==> src/rtl/mux_scan_n.sv <==
// mux_scan_n: N_CH-channel, WIDTH-bit registered multiplexer with manual and
// auto-scan channel selection.
//
// In MANUAL mode the channel comes from s_i. Out-of-range selects are ignored,
// and the current channel is kept. In SCAN mode an internal sequencer steps
// through channels 0..N_CH-1 and stays DWELL cycles on each one. The output
// z_o is registered. strobe_o pulses for one cycle whenever the select changes,
// so downstream capture logic can sample once per channel.
//
// Ports:
//   clk_i     rising-edge clock
//   rst_i     asynchronous, active-high reset
//   c_i       channel data, channel k = c_i[k*WIDTH +: WIDTH]
//   s_i       manual select
//   mode_i    0 = MANUAL, 1 = SCAN
//   en_i      1 = select may change, 0 = select and dwell counter frozen
//   z_o       registered data of the selected channel
//   s_cur_o   select currently driving z_o
//   strobe_o  one-cycle pulse: s_cur_o took a new value this cycle
module mux_scan_n #(
  parameter int N_CH  = 4,
  parameter int WIDTH = 1,
  parameter int DWELL = 4
) (
  input  logic                      clk_i,
  input  logic                      rst_i,
  input  logic [N_CH*WIDTH-1:0]     c_i,
  input  logic [$clog2(N_CH)-1:0]   s_i,
  input  logic                      mode_i,
  input  logic                      en_i,
  output logic [WIDTH-1:0]          z_o,
  output logic [$clog2(N_CH)-1:0]   s_cur_o,
  output logic                      strobe_o
);

  localparam int SEL_W = $clog2(N_CH);
  localparam int CNT_W = $clog2(DWELL + 1);

  // One extra bit so that N_CH itself is representable for the range check.
  localparam logic [SEL_W:0]   N_CH_L   = (SEL_W + 1)'(N_CH);
  localparam logic [SEL_W-1:0] LAST_SEL = SEL_W'(N_CH - 1);
  localparam logic [CNT_W-1:0] CNT_LAST = CNT_W'(DWELL - 1);

  typedef enum logic {
    ST_MANUAL = 1'b0,
    ST_SCAN   = 1'b1
  } state_e;

  state_e                 state_q, state_d;
  logic [CNT_W-1:0]       cnt_q, cnt_d;
  logic [SEL_W-1:0]       s_cur_q, next_sel_s;
  logic [WIDTH-1:0]       z_q;
  logic                   strobe_q;
  logic [WIDTH-1:0]       ch_s [N_CH];

  // Unpack the flat channel bus into an array indexed by select.
  for (genvar k = 0; k < N_CH; k++) begin : g_ch
    assign ch_s[k] = c_i[k*WIDTH +: WIDTH];
  end

  // Next select, dwell counter and next state.
  always_comb begin
    next_sel_s = s_cur_q;
    cnt_d      = cnt_q;
    if (mode_i) begin
      state_d = ST_SCAN;
    end else begin
      state_d = ST_MANUAL;
    end

    if (!en_i) begin
      // Frozen: the select and the counter hold. The state still follows mode_i.
      next_sel_s = s_cur_q;
      cnt_d      = cnt_q;
    end else if (!mode_i) begin
      cnt_d = '0;
      if ({1'b0, s_i} < N_CH_L) begin
        next_sel_s = s_i;
      end else begin
        next_sel_s = s_cur_q;
      end
    end else begin
      case (state_q)
        ST_SCAN: begin
          if (cnt_q == CNT_LAST) begin
            cnt_d = '0;
            if (s_cur_q == LAST_SEL) begin
              next_sel_s = '0;
            end else begin
              next_sel_s = s_cur_q + SEL_W'(1);
            end
          end else begin
            cnt_d      = cnt_q + CNT_W'(1);
            next_sel_s = s_cur_q;
          end
        end
        default: begin
          // First cycle in SCAN: restart the dwell count on the current channel.
          cnt_d      = '0;
          next_sel_s = s_cur_q;
        end
      endcase
    end
  end

  // State, counter and registered outputs.
  always_ff @(posedge clk_i or posedge rst_i) begin
    if (rst_i) begin
      state_q  <= ST_MANUAL;
      cnt_q    <= '0;
      s_cur_q  <= '0;
      z_q      <= '0;
      strobe_q <= 1'b0;
    end else begin
      state_q  <= state_d;
      cnt_q    <= cnt_d;
      s_cur_q  <= next_sel_s;
      z_q      <= ch_s[next_sel_s];
      strobe_q <= (next_sel_s != s_cur_q);
    end
  end

  assign z_o      = z_q;
  assign s_cur_o  = s_cur_q;
  assign strobe_o = strobe_q;

endmodule

==> config.mk <==
export PLATFORM = sky130hd
export DESIGN_NAME = mux_scan_n
export DESIGN_NICKNAME = d
export VERILOG_FILES = /design/src/rtl/mux_scan_n.sv
export SDC_FILE = /design/constraint.sdc
export NUM_CORES = 1
export LEC_CHECK = 0
export ABC_AREA = 1
export CORE_AREA = 4 4 41 43
export CTS_BUF_LIST = sky130_fd_sc_hd__clkbuf_4 sky130_fd_sc_hd__clkbuf_8
export DETAILED_ROUTE_END_ITERATION = 8
export DIE_AREA = 0 0 45 47
export PLACE_DENSITY_LB_ADDON = 0.2
export SLEW_MARGIN = 25
export SYNTH_ARGS = -nofsm -noshare
export SYNTH_HDL_FRONTEND = slang
export SYNTH_SLANG_ARGS = --single-unit
==> constraint.sdc <==
create_clock -name clk_i -period 1.5 [get_ports clk_i]
set_clock_uncertainty 0.15 [all_clocks]
set_input_delay 0.15 -clock clk_i [delete_from_list [all_inputs] [get_ports clk_i]]
set_output_delay 0.15 -clock clk_i [all_outputs]
set_load 0.01 [all_outputs]
==> flow_metrics.py <==
metrics = {
    "floorplan": {
        "rows": 13,
        "core_area_mm2": 0.001301,
        "start_util_pct": 37.02,
        "fp.dieW_um": 45,
        "die_y_um": 47,
        "pin_count": 14,
        "dieArea_mm2": 0.002115,
    },
    "final_layout": {
        "fin_util_pct": 56.92,
        "nets": 103,
        "stdcell_area_um2": 740.7,
        "layout-drive-gt1-share_pct": 29.21,
        "syn2layout_area_growth_pct": 53.77,
        "mostFrequentLayoutCell": "nand2_1",
        "antenna_cells": 0,
        "fin_cells": 104,
        "final_cell_mix": "14 x nand2_1, 11 x clkdlybuf4s50_1, 10 x inv_1",
    },
    "detailed_routing": {
        "vias_per_cell": 4.760,
        "num_vias": 495,
        "firstDrtPassIters": 4,
        "ant_nets": 0,
        "drc": 0,
        "wl_um": 1101,
        "routedWlPerCell_um": 10.59,
        "drtIter0Drc": 5,
    },
    "timing": {
        "finalWorstSetupSlack_ns": 0.04424,
        "setup_viol": 0,
        "grt_setup_unrepaired": "true",
        "hold_violations": 0,
        "setup_tns_ns": 0,
        "maxSlewViolCount": 0,
        "min_period_ns": 1.456,
        "fmax_ghz": 0.6869,
        "worst_pin_slew_ns": 0.3336,
        "fin_crit_sh_pct": 97.05,
        "holdWs_ns": 0.01682,
        "slew_headroom_pct": 77.74,
    },
    "global_route": {
        "grt_pass1_vias": 444,
        "gr-usage-all-layers_pct": 12.02,
        "antenna_found_initial": 0,
        "grt_pass1_wl_um": 1800,
        "grt_start_max_net_pins": 9,
        "gr-total-overflow": 0,
    },
    "placement": {
        "place.gp.congestion": 0.8002,
        "hpwl_um": 821.8,
        "dpl.cell_count": 97,
        "dp_slack_ns": -0.009751,
        "postPlaceCellArea_um2": 660.6,
        "io_buffers": 13,
    },
    "clock_tree": {
        "holdBufCountCts": 0,
        "cts_tree": "built",
        "clock_sinks": 8,
        "cts_buffers": 3,
        "htreeDepth": 1,
        "clk_pin_slew_worst_paths_ns": 0.06,
        "cts_buffer_depth": 2,
        "clockRootBuffer": "clkbuf_4",
        "clock_latency_ns": 0.25,
    },
    "worst_setup_path": {
        "crit_arrival_ns": 1.44,
        "cpMaxStageDelayCell": "dfrtp_1",
        "cp_max_fo": 4,
        "cp-end-kind": "register",
        "crit_path_start_kind": "register",
        "critPathRequiredTime_ns": 1.49,
        "cp_top_family": "simple AND/OR/NAND/NOR gates",
        "path_buf_inv": 1,
        "path_class": "register to register",
        "slowest_delay_ns": 0.36,
        "crit_chain": "ha_2 -> inv_2 -> nor2_4 -> nand3_2 -> nand3_2 -> nand2_4 -> nand2_4 -> nand2_1 -> nand3_1 -> nand2_1",
    },
    "power_and_ir_drop": {
        "total_power_mw": 0.6115,
        "vdd_drop_max_v": 0.0003176,
        "powerDensity_mw_per_mm2": 825.5,
        "power.leakage_nw": 0.3798,
    },
    "yosys": {
        "ys_warn_count": 0,
        "yosysTopAreaCell": "dfrtp_1",
        "post_synth.cell_area_avg_um2": 7.411,
        "synthCells": 65,
        "synth_seq_cells": 8,
        "synth_top_area_share_pct": 41.56,
        "yosysSeqAreaShare_pct": 41.56,
        "syn_area_um2": 481.7,
        "synth_area_leaders": "dfrtp_1 42%, nand3_1 12%, nand2_1 12%",
        "synth_fp_nets": 77,
        "yosys.cell_types.count": 14,
    },
    "job": {
        "cap_viol_max_count": 0,
    },
    "run_status": {
        "status": "complete, no violations",
    },
    "min_path": {
        "hold_path.class": "input port to async pin",
    },
}
-- where the power goes --
| group | internal, mW | switching (mW) |
|---|---|---|
| sequential | 0.238 | 0.0113 |
| combinational | 0.102 | 0.0976 |
| clock | 0.0915 | 0.0714 |
-- synthesized netlist by cell type --
master and number:
o21ai_0 1, nand2_2 2, nand2_1 15, inv_2 1
dfrtp_1 8, nand3_2 1, nand2_4 1, ha_1 2
inv_1 11, nand3_1 12, a21oi_1 2, o21ai_2 1
nor2_2 3, nor2_1 5
-- state kept, by name (all words and copies together) (netlist names) --
signal    flops
cnt_q         3
s_cur_o       2
state_q       1
strobe_o      1
z_o           1
-- worst paths after layout --
kind                           from          to  slack (ns)  cells after the start
min in group clk_i           c_i[3]         z_o        0.38                      5
setup / recovery           cnt_q[1]         z_o        0.04                     10
hold reg to reg            cnt_q[2]    cnt_q[2]        0.41                      2
setup reg to reg           cnt_q[1]         z_o        0.04                     10
max in group asynchronous     rst_i  s_cur_o[1]        0.94                      2
hold / removal                rst_i    cnt_q[1]        0.02                      2
-- timing repair --
item                       4_1_cts  5_1_grt
setup buffers                    3        1
hold endpoints to repair         0        0
gates resized for setup          6        4
pin swaps                        3        4
setup endpoints to repair        4        2
-- area by class of cell --
cell class	count	area [um^2]
fillers	137	560.5
multi-input cells	45	266.5
flip-flops and latches	8	200.2
repair buffers	21	187.7
inverters	12	45.04
clock buffers	3	22.52
well taps	15	18.77
-- cell families (layout without fill, tap and decap cells) --
group / after synthesis / after routing / share of synthesized area (%)
flops: 8 / 8 / 41.56
buf+inv: 12 / 36 / 9.350
compound gates: 4 / 4 / 4.934
fa+ha+maj: 2 / 2 / 5.194
simple gates: 39 / 39 / 38.96
-- per-layer routing --
layer / vias up / track usage, % / routed length, um
met5: - / 0 / 0
met2: 7 / 18.93 / 548
met1: 235 / 14.65 / 498
met3: 0 / 3.448 / 54
li1: 253 / - / -
met4: 0 / 7.018 / 0
Note: power is estimated with default switching activity, not from simulation.
